==> config.mk <==
export PLATFORM = sky130hd
export DESIGN_NAME = switch_input_ctrl
export DESIGN_NICKNAME = d
export VERILOG_FILES = /design/src/rtl/switch_input_ctrl.sv
export SDC_FILE = /design/constraint.sdc
export NUM_CORES = 1
export LEC_CHECK = 0
export CORE_MARGIN = 2
export CORE_UTILIZATION = 30
export CTS_BUF_LIST = sky130_fd_sc_hd__clkbuf_16
export CTS_CLUSTER_DIAMETER = 150
export CTS_CLUSTER_SIZE = 24
export DETAILED_ROUTE_END_ITERATION = 6
export PLACE_DENSITY_LB_ADDON = 0.2
export SLEW_MARGIN = 20
export SYNTH_ARGS = -nofsm -noshare
export SYNTH_HDL_FRONTEND = slang
export SYNTH_SLANG_ARGS = --single-unit
==> constraint.sdc <==
create_clock -name i_clk -period 2.4 [get_ports i_clk]
set_input_delay 0.72 -clock i_clk [delete_from_list [all_inputs] [get_ports i_clk]]
set_output_delay 0.72 -clock i_clk [all_outputs]
set_load 0.02 [all_outputs]
==> src/rtl/switch_input_ctrl.sv <==
// switch_input_ctrl
// Memory-mapped input peripheral for the board's 8 slide switches.
// The raw bus passes through a two-flop synchronizer and a whole-word debouncer.
// Each newly settled value is captured in a snapshot register and raises
// pending, plus overrun if a previous value was never collected.
// Register map (word select i_addr):
//   0 : debounced value  {24'b0, stable}
//   1 : status           {29'b0, overrun, irq_en, pending}  (writable)
//   2 : snapshot         {24'b0, snapshot}, reading it clears pending/overrun
//   3 : reserved, reads 0, writes ignored
// Read data is combinational to fit the CPU's single-cycle load path.

module switch_input_ctrl #(
  parameter int unsigned DEBOUNCE_CYCLES = 50000,
  parameter int unsigned CNT_WIDTH       = 16
) (
  input  logic        i_clk,
  input  logic        i_rst_n,
  input  logic [7:0]  i_switch,
  input  logic [1:0]  i_addr,
  input  logic        i_rd,
  input  logic        i_wr,
  input  logic [31:0] i_wdata,
  output logic [31:0] o_rdata,
  output logic        o_irq
);

  localparam logic [1:0] ADDR_VALUE    = 2'd0;
  localparam logic [1:0] ADDR_STATUS   = 2'd1;
  localparam logic [1:0] ADDR_SNAPSHOT = 2'd2;

  // Terminal count: the counter reaches it after DEBOUNCE_CYCLES-1 increments,
  // so the candidate must sit on sync2 for DEBOUNCE_CYCLES+1 cycles in total.
  localparam logic [CNT_WIDTH-1:0] CNT_LAST = CNT_WIDTH'(DEBOUNCE_CYCLES - 1);

  logic [7:0]           r_sync1;
  logic [7:0]           r_sync2;
  logic [7:0]           r_cand;
  logic [7:0]           r_stable;
  logic [7:0]           r_snapshot;
  logic [CNT_WIDTH-1:0] r_cnt;
  logic                 r_pending;
  logic                 r_overrun;
  logic                 r_irq_en;

  logic                 w_accept;
  logic                 w_status_wr;
  logic                 w_clear;

  // Accept fires when the candidate has survived the full window unchanged.
  assign w_accept = (r_sync2 != r_stable) &&
                    (r_sync2 == r_cand) &&
                    (r_cnt == CNT_LAST);

  assign w_status_wr = i_wr && (i_addr == ADDR_STATUS);

  // Either W1C on bit0 of status or a read of the snapshot collects the event.
  assign w_clear = (w_status_wr && i_wdata[0]) ||
                   (i_rd && (i_addr == ADDR_SNAPSHOT));

  // Two-flop synchronizer for the asynchronous switch bus.
  always_ff @(posedge i_clk or negedge i_rst_n) begin
    if (!i_rst_n) begin
      r_sync1 <= '0;
      r_sync2 <= '0;
    end else begin
      r_sync1 <= i_switch;
      r_sync2 <= r_sync1;
    end
  end

  // Whole-word debouncer: any bit change restarts the stability count.
  always_ff @(posedge i_clk or negedge i_rst_n) begin
    if (!i_rst_n) begin
      r_cand     <= '0;
      r_stable   <= '0;
      r_snapshot <= '0;
      r_cnt      <= '0;
    end else begin
      if (r_sync2 == r_stable) begin
        r_cnt  <= '0;
        r_cand <= r_stable;
      end else if (r_sync2 != r_cand) begin
        r_cand <= r_sync2;
        r_cnt  <= '0;
      end else if (r_cnt == CNT_LAST) begin
        r_stable   <= r_cand;
        r_snapshot <= r_cand;
        r_cnt      <= '0;
      end else begin
        r_cnt <= r_cnt + CNT_WIDTH'(1);
      end
    end
  end

  // Status flags: a new accept beats a simultaneous clear, but the clear
  // still wipes overrun because the CPU has just collected the old value.
  always_ff @(posedge i_clk or negedge i_rst_n) begin
    if (!i_rst_n) begin
      r_pending <= 1'b0;
      r_overrun <= 1'b0;
    end else begin
      if (w_clear) begin
        r_pending <= w_accept;
        r_overrun <= 1'b0;
      end else if (w_accept) begin
        r_pending <= 1'b1;
        r_overrun <= r_overrun | r_pending;
      end
    end
  end

  // Interrupt enable lives in bit1 of the status word.
  always_ff @(posedge i_clk or negedge i_rst_n) begin
    if (!i_rst_n) begin
      r_irq_en <= 1'b0;
    end else if (w_status_wr) begin
      r_irq_en <= i_wdata[1];
    end
  end

  assign o_irq = r_pending & r_irq_en;

  // Combinational read mux; reserved word reads as zero.
  always_comb begin
    o_rdata = '0;
    case (i_addr)
      ADDR_VALUE:    o_rdata = {24'b0, r_stable};
      ADDR_STATUS:   o_rdata = {29'b0, r_overrun, r_irq_en, r_pending};
      ADDR_SNAPSHOT: o_rdata = {24'b0, r_snapshot};
      default:       o_rdata = '0;
    endcase
  end

endmodule

==> metrics.cfg <==
[status]
outcome = finished clean

[placed_design]
portBuffers = 24
dpl.hpwl_um = 2804
placed_cell_area_um2 = 2609
gp_congestion = 0.7371
dp_slack_ns = -0.5823

[drt]
wl_um = 4004
dr_total_vias = 1389
vias_per_cell = 4.261
ant_nets = 0
first_pass_iters = 4
drc = 0
drt_iter0_drc = 58
wl_per_cell_um = 12.28

[cts]
clock_sinks = 51
insertion_delay_ns = 0.29
post_cts_buffers = 0
cts.htree.levels = 2
root_buffer = clkbuf_16
max-clock-path-buffers = 2
clk_pin_slew_ns = 0.07
numCtsBuffers = 5
hold_buffers = 0
cts_tree = built

[global_routing]
antenna_found_initial = 0
grt_start_max_net_pins = 31
grt-ovfl-total = 0
grt_pass1_wl_um = 7038
track_usage = 0.1055
first_global_vias = 1404

[synth]
syn_area_um2 = 2340
synth_cell_types = 39
syn_area_per_cell_um2 = 11.70
yosysTopAreaCell = dfrtp_1
syn_inst = 200
synthFlopType = dfrtp_1
synth-seq-area-share = 0.5455
yosys.area.top_type_share = 0.5455
synthTopCellsByArea = dfrtp_1, buf_4, xor2_1
synth_seq_cells = 51
synth_edf_count = 0
yosysWarnings = 0
synth-async-reset-ratio = 1.000

[timing]
rsz0062_at_grt = false
fin_crit_sh = 0.9493
finClkSkew_ns = 0.005487
tightest_slew_ns = 0.5155
finalMaxSlewViolations = 0
setup_tns_ns = 0
max_freq_mhz = 438.9
setup_ws_ns = 0.1216
setup_viol = 0
period_needed_ns = 2.278
hold_viol = 0
relSlewSlack = 0.6564

[floorplanning]
start_util = 0.3060
rows = 32
core_area_um2 = 7647
die_y_um = 92.31
ios = 79
die_width_um = 92.31
die_area_um2 = 8521

[final_layout]
drive_gt1_frac = 0.1518
nets = 270
mostFrequentLayoutCell = dfrtp_1
most-common-layout-cells = dfrtp_1, conb_1, xor2_1, clkdlybuf4s50_1, xnor2_1
seq_area_um2 = 1276
multiInputGateArea_um2 = 897.1
area_delta_synth_final_pct = 17.43
design_area_um2 = 2748
fillerInstances = 752
diodes = 0

[run]
cap_violations = 0

[setup_path]
setup.worst_path.class = primary input to output port
arrival_ns = 1.56
path_max_fanout = 11
required_ns = 1.68
cp-end-kind = output port
crit_path_start_kind = primary input

[pwr]
p_per_area_nw_per_um2 = 633.5
finalPower_mw = 1.741
p_leak_nw = 1.199
ir_drop_mv = 0.2646

[min_path]
hold_class = flip-flop to flip-flop

stage by stage:
| step | hold slack (ns) | util | cells |
|---|---|---|---|
| 5_1_grt | 0.3655 | 0.3593 | 326 |
| 2_1_floorplan | 0.3312 | - | 223 |
| 3_3_place_gp | 0.3344 | 0.3411 | 318 |
| 4_1_cts | 0.3519 | 0.3593 | 326 |
| 6_report | 0.3501 | 0.3593 | 326 |
| 3_5_place_dp | 0.3347 | 0.3411 | 318 |
cell families after synthesis:
logic type / after synthesis / share of synthesized area
and+or+nand+nor: 55 / 0.1513
DFF: 51 / 0.5455
buffers and inverters: 42 / 0.1112
xor gates and xnor gates: 26 / 0.09733
AOI/OAI and AO/OA: 15 / 0.04439
muxes: 9 / 0.04332
adders and majority gates: 1 / 0.005347
other: 1 / 0.001603
worst max-delay path, stage by stage:
cell	delay [ns]
dlygate4sd2_1	0.24
buf_4	0.17
nor2b_1	0.11
clkdlybuf4s15_1	0.31
final timing paths:
kind	depth (start not counted)	start	slack, ns	end
min in group asynchronous	1	i_rst_n	0.40	r_cnt[0]$_DFF_PN0_
min reg2reg	0	r_sync1[6]$_DFF_PN0_	0.35	r_sync2[6]$_DFF_PN0_
max reg2reg	4	r_sync2[4]$_DFF_PN0_	0.30	r_snapshot[5]$_DFFE_PN0P_
max	4	i_addr[0]	0.12	o_rdata[6]
min	0	r_sync1[6]$_DFF_PN0_	0.35	r_sync2[6]$_DFF_PN0_
max in group asynchronous	2	i_rst_n	1.47	r_cnt[1]$_DFF_PN0_
registers in the layout, summed over array words and instances (netlist names):
signal      flops
r_pending       1
r_snapshot      8
r_overrun       1
r_sync2         8
r_cnt          16
r_irq_en        1
r_sync1         8
r_cand          8
area by class of cell:
type	instances	area share
repair buffers	31	0.1020
clock inverters	3	0.009563
inverters	4	0.005464
flip-flops and latches	51	0.4645
multi-input cells	130	0.3265
clock buffers	5	0.04554
well taps	102	0.04645
cell usage after synthesis, types with 2 or more instances:
cell / n
a211oi_1: 4
and2_1: 2
and3_1: 3
and4_1: 2
buf_4: 25
clkbuf_1: 11
dfrtp_1: 51
inv_1: 4
mux2_2: 8
nand2_1: 6
nand3_1: 4
nand4_1: 5
nor2b_1: 7
nor3_1: 11
nor4_1: 2
nor4bb_1: 2
o21ai_0: 5
o31ai_1: 2
or4_1: 2
xnor2_1: 12
xor2_1: 14
where the power goes:
group	switching, mW	internal, mW	total, mW	leakage [nW]
sequential	0.0160	0.883	0.899	0.655
combinational	0.0701	0.0418	0.112	0.469
clock	0.334	0.396	0.730	0.0748
total	0.420	1.32	1.74	1.20
routing by layer:
layer  wire length (um)  vias to the layer above  GRT usage
met5                  0                        -          0
met4                 83                        0    0.04478
met3                146                        7    0.02685
met2               1841                       33     0.1630
met1               1933                      670     0.1409
li1                   -                      679          -
timing repair:
item / CTS / global route
hold endpoints to repair: 0 / 0
gates resized for setup: 33 / 0
endpoints found under the setup margin: 8 / 0
No activity file was read; power rests on OpenSTA's default activity.
==> RTL change 1 (config.mk and constraints unchanged) <==
`CNT_WIDTH`: 16 -> 32.
--- a/src/rtl/switch_input_ctrl.sv
+++ b/src/rtl/switch_input_ctrl.sv
@@ -14,3 +14,3 @@
   parameter int unsigned DEBOUNCE_CYCLES = 50000,
-  parameter int unsigned CNT_WIDTH       = 16
+  parameter int unsigned CNT_WIDTH       = 32
 ) (
Behaviour: no difference found for any inputs over 10 cycles, from zero or initial values and one cycle with i_rst_n low; that may be too few to reach the edited logic, so the function may still have changed.
==> RTL change 1 against the unedited design <==
Register-to-register slack got worse by 60 ps. Cell area increased by 38%. Setup slack worse by 72 ps. Critical path depth is the same. Total power up 44%. Area after synthesis grew 38%. Combinational power is 6% higher. Non-clock buffer count decreased by 2. Cell count rose by 43%. Routed wire length is 49% higher. Sequential cell count rose by 16. Largest cell class unchanged. Highest routed layer unchanged.
==> RTL change 1: results <==
metrics = {
    "timing": {
        "skew_ps": 3.220,
        "slew-limit-headroom_pct": 52.64,
        "fin_ws_ps": 49.22,
    },
    "critical_path": {
        "worstPathArrival_ps": 1630,
        "crit_end": "o_rdata[1]",
        "cp_max_fo": 3,
        "rr_endpoint": "r_snapshot[0]$_DFFE_PN0P_",
        "rrSetupSlack_ps": 240,
        "reg2reg_depth": 5,
        "critPathLaunch": "i_addr[1]",
        "slowest_stage": "clkdlybuf4s50_1",
    },
    "clock_network": {
        "cts_max_level": 3,
        "clkLatencyLatePin_ps": 330,
        "cts_buffers": 9,
    },
    "layout": {
        "largest_reg_flops": 32,
        "fin_cells": 465,
        "fillers": 1081,
        "final_layout_size_suffix_gt1_share_pct": 14.29,
        "final_net_count": 371,
    },
    "routing": {
        "drtIter0Drc": 74,
        "via_per_inst": 4.441,
        "drtPass1Iterations": 4,
    },
    "yosys": {
        "synth_seq_area_share_pct": 51.80,
        "synth_common_cells": "67 x dfrtp_1, 41 x nor2_1, 36 x xnor2_1, 24 x buf_4",
        "synthTopCellsByArea": "dfrtp_1 52%, xnor2_1 9.7%, buf_4 5.6%, nor2_1 4.8%, mux2_2 3.1%",
        "netlist-cell-type-count": 33,
    },
    "hold_path": {
        "min_from": "r_sync1[3]$_DFF_PN0_",
    },
    "pwr": {
        "ir_drop_v": 0.0003931,
        "leakagePower_nw": 1.494,
    },
    "placed_design": {
        "dp_hpwl_mm": 3.976,
        "post-place-ws_ps": -505.0,
        "gp_congestion": 0.6911,
        "dp_cells": 449,
        "place_area_mm2": 0.003517,
    },
    "global_route": {
        "grt_max_degree": 68,
    },
    "outcome": {
        "outcome": "complete, no violations",
    },
}
-- RTL change 1: cell count changes in the layout (fill, tap and decap cells not counted), sizes merged, moves of 4 or more --
cell,before,now
xnor2,12,36
xor2,14,10
dfrtp,51,67
nand2,6,13
nor2,0,41
clkdlybuf4s15,4,0
a211oi,4,0
o21ai,5,1
dlygate4sd2,2,6
nand3,4,11
nor4,2,21
inv,6,11
clkbuf,5,9
-- RTL change 1: routing by layer --
layer | global-route usage [%] | vias to the layer above | routed length [um] | part of all wire [%]
met4 | 4.396 | 0 | 95 | 1.6
met2 | 16.76 | 51 | 2717 | 46
met1 | 15.22 | 1005 | 2780 | 47
li1 | - | 1001 | - | -
met3 | 5.024 | 8 | 362 | 6.1
met5 | 0 | - | 0 | 0
-- RTL change 1: what timing repair did --
item	4_1_cts	5_1_grt
gates resized for setup	21	1
setup buffers	0	0
endpoints found under the setup margin	8	3
-- RTL change 1: logic make-up (layout without fill, tap and decap cells) --
group / Yosys count / after routing / synth area share (%)
compound gates: 7 / 7 / 1.624
xor+xnor: 46 / 46 / 12.45
fa+ha+maj: 1 / 1 / 0.3865
buf+inv: 52 / 54 / 9.625
flops: 67 / 67 / 51.80
mux: 9 / 9 / 3.131
other cells: 1 / 24 / 0.1159
simple gates: 121 / 121 / 20.87
-- RTL change 1: power by group --
part           leakage (nW)  total, mW  switching (mW)  internal, mW
Combinational         0.478      0.119          0.0754        0.0439
Sequential            0.879       1.17          0.0166          1.15
Clock                 0.137       1.21           0.508         0.704
-- RTL change 1: area by class of cell --
type	count	area share, %
clock buffers	9	5.948
clock inverters	7	1.454
inverters	9	0.8923
multi-input cells	208	35.43
flip-flops and latches	67	44.28
well taps	136	4.494
repair buffers	29	7.502
==> RTL change 2 (config.mk and constraints unchanged) <==
Made on the original files. Reset style: synchronous (`i_rst_n`), changed in 4 clocked blocks. Comments in the files are not updated.
--- a/src/rtl/switch_input_ctrl.sv
+++ b/src/rtl/switch_input_ctrl.sv
@@ -61,3 +61,3 @@
   // Two-flop synchronizer for the asynchronous switch bus.
-  always_ff @(posedge i_clk or negedge i_rst_n) begin
+  always_ff @(posedge i_clk) begin
     if (!i_rst_n) begin
@@ -72,3 +72,3 @@
   // Whole-word debouncer: any bit change restarts the stability count.
-  always_ff @(posedge i_clk or negedge i_rst_n) begin
+  always_ff @(posedge i_clk) begin
     if (!i_rst_n) begin
@@ -97,3 +97,3 @@
   // still wipes overrun because the CPU has just collected the old value.
-  always_ff @(posedge i_clk or negedge i_rst_n) begin
+  always_ff @(posedge i_clk) begin
     if (!i_rst_n) begin
@@ -113,3 +113,3 @@
   // Interrupt enable lives in bit1 of the status word.
-  always_ff @(posedge i_clk or negedge i_rst_n) begin
+  always_ff @(posedge i_clk) begin
     if (!i_rst_n) begin
Function: differs if i_rst_n is asserted again (counterexample within 4 cycles, from zero or initial values and one cycle with i_rst_n low); with i_rst_n held inactive, the same outputs for 10 cycles.
==> RTL change 2 against the unedited design <==
Area after synthesis decreased by 2.0%. Sequential cell count stayed put. Routed wire length down 13%. Combinational power increased by 14%. Largest power group unchanged. Cell area down 3.0%. Total power down 1.5%. Critical path type unchanged. Worst hold slack better by 84 ps. Count of clock-buffer cells in the layout did not move. Maximum frequency rose by 2.6%. Setup slack improved by 57 ps. Highest routed layer unchanged.
==> RTL change 2: results <==
metrics = {
    "routing": {
        "drtIter0Drc": 42,
        "via_per_inst": 3.978,
        "drtPass1Iterations": 4,
        "wl_mm": 3.503,
    },
    "critical_path": {
        "critPathLaunch": "i_addr[0]",
        "cp_max_fo": 9,
        "crit_end": "o_rdata[5]",
        "reg2reg_depth": 5,
        "worstPathArrival_ps": 1500,
        "rrSetupSlack_ps": 630,
        "rr_endpoint": "r_snapshot[1]$_SDFFE_PN0P_",
        "r2r_start": "r_cnt[0]$_SDFF_PP0_",
    },
    "clock_network": {
        "cts_hold_buf": 0,
        "root_buffer": "clkbuf_16",
        "cts_buffers": 5,
        "postCtsSetupBuffers": 0,
        "clkLatencyLatePin_ps": 280,
        "cts_max_level": 2,
        "clkTransAtPathRegs_ps": 70,
        "cts.path.max_buffers": 2,
    },
    "pwr": {
        "ir_drop_v": 0.0002957,
        "leakagePower_nw": 1.024,
    },
    "placed_design": {
        "gp_congestion": 0.7119,
        "io_buffers": 24,
        "place_area_mm2": 0.002551,
        "dp_hpwl_mm": 2.439,
    },
    "yosys": {
        "synthFlopType": "dfxtp_1",
        "synth_xor_xnor_area_share_pct": 11.46,
        "postSynth.asyncResetShare_pct": 0,
        "synth_common_cells": "51 x dfxtp_1, 26 x and2_1, 24 x buf_4, 19 x nand2_1, 16 x xor2_1",
        "synth_compound_area_share_pct": 2.347,
        "synthCells": 239,
        "yosysWarnings": 0,
        "netlist-cell-type-count": 35,
        "muxShareOfSynthArea_pct": 3.930,
        "synth_seq_area_share_pct": 44.54,
        "synthAdderAreaFrac_pct": 0.5459,
        "synthTopCellsByArea": "dfxtp_1 45%, buf_4 7.9%, and2_1 7.1%, xor2_1 6.1%, xnor2_1 5.3%",
    },
    "global_route": {
        "grt_pass1_wl_mm": 6.044,
        "grtUsageMet2_pct": 12.68,
        "grt_util_all_layers_pct": 8.928,
        "met3_usage_pct": 1.992,
        "use_met1_pct": 12.39,
        "grt_pass1_vias": 1335,
        "antenna_found_initial": 0,
        "grt_max_degree": 44,
    },
    "layout": {
        "final_net_count": 311,
        "largest_reg_flops": 16,
        "fin_cells": 364,
        "antenna_cells": 0,
        "final_layout_size_suffix_gt1_share_pct": 13.58,
        "regMostFlops": "r_cnt",
    },
    "hold_path": {
        "hold_depth": 1,
        "hold_class": "reg2reg",
    },
    "timing": {
        "skew_ps": 5.556,
    },
    "outcome": {
        "outcome": "complete, no violations",
    },
}
[RTL change 2: logic make-up after synthesis]
logic type	after synthesis
other cells	1
simple gates	101
buf+inv	39
flops	51
compound gates	7
xor+xnor	30
mux	9
fa+ha+maj	1
[RTL change 2: layout make-up]
| class | instances | area, um2 |
|---|---|---|
| clock inverter | 3 | 26.28 |
| fill | 764 | 4664 |
| sequential | 51 | 1021 |
| inverter | 6 | 22.52 |
| multi-input combinational | 172 | 1101 |
| timing repair buffer | 28 | 246.5 |
| clock buffer | 5 | 125.1 |
| tap | 99 | 123.9 |
[RTL change 2: critical path, stage by stage]
cell,delay (ps)
dlygate4sd2_1,320
buf_4,190
nor2b_1,110
clkbuf_2,170
[RTL change 2: layer usage]
layer | vias to the layer above | share of wire (%) | wire (um)
met5 | - | 0 | 0
met4 | 0 | 1.7 | 61
met3 | 4 | 4.6 | 162
met2 | 43 | 41 | 1444
met1 | 628 | 52 | 1834
li1 | 773 | - | -
[RTL change 2: metrics by stage]
| step | setup slack [ps] | TNS [ps] |
|---|---|---|
| final | 178.7 | 0 |
| after global routing | 102.3 | 0 |
| after CTS | 0.2198 | 0 |
| after detailed placement | -539.6 | -4154 |
| after global placement | -529.6 | -4159 |
| after floorplan | 289.5 | 0 |
[RTL change 2: report_power, final]
part           internal (mW)  total (mW)  switching [mW]
logic                 0.0545       0.128          0.0735
registers              0.864       0.875          0.0109
clock network          0.396       0.711           0.316
total                   1.31        1.71           0.400
[RTL change 2: worst min-delay path by stage]
stage,to,slack (ps),from
global placement,r_sync2[6]$_SDFF_PN0_,410,r_sync1[6]$_SDFF_PN0_
detailed placement,r_sync2[0]$_SDFF_PN0_,420,r_sync1[0]$_SDFF_PN0_
CTS,r_sync2[1]$_SDFF_PN0_,430,r_sync1[1]$_SDFF_PN0_
global route,r_sync2[5]$_SDFF_PN0_,450,r_sync1[5]$_SDFF_PN0_
floorplan,r_sync2[0]$_SDFF_PN0_,410,r_sync1[0]$_SDFF_PN0_
finish,r_sync2[6]$_SDFF_PN0_,430,r_sync1[6]$_SDFF_PN0_
[RTL change 2: what timing repair did]
action	CTS	global route
setup endpoints to repair	8	8
cloned	0	0
hold endpoints to repair	0	0
resized for setup	21	12
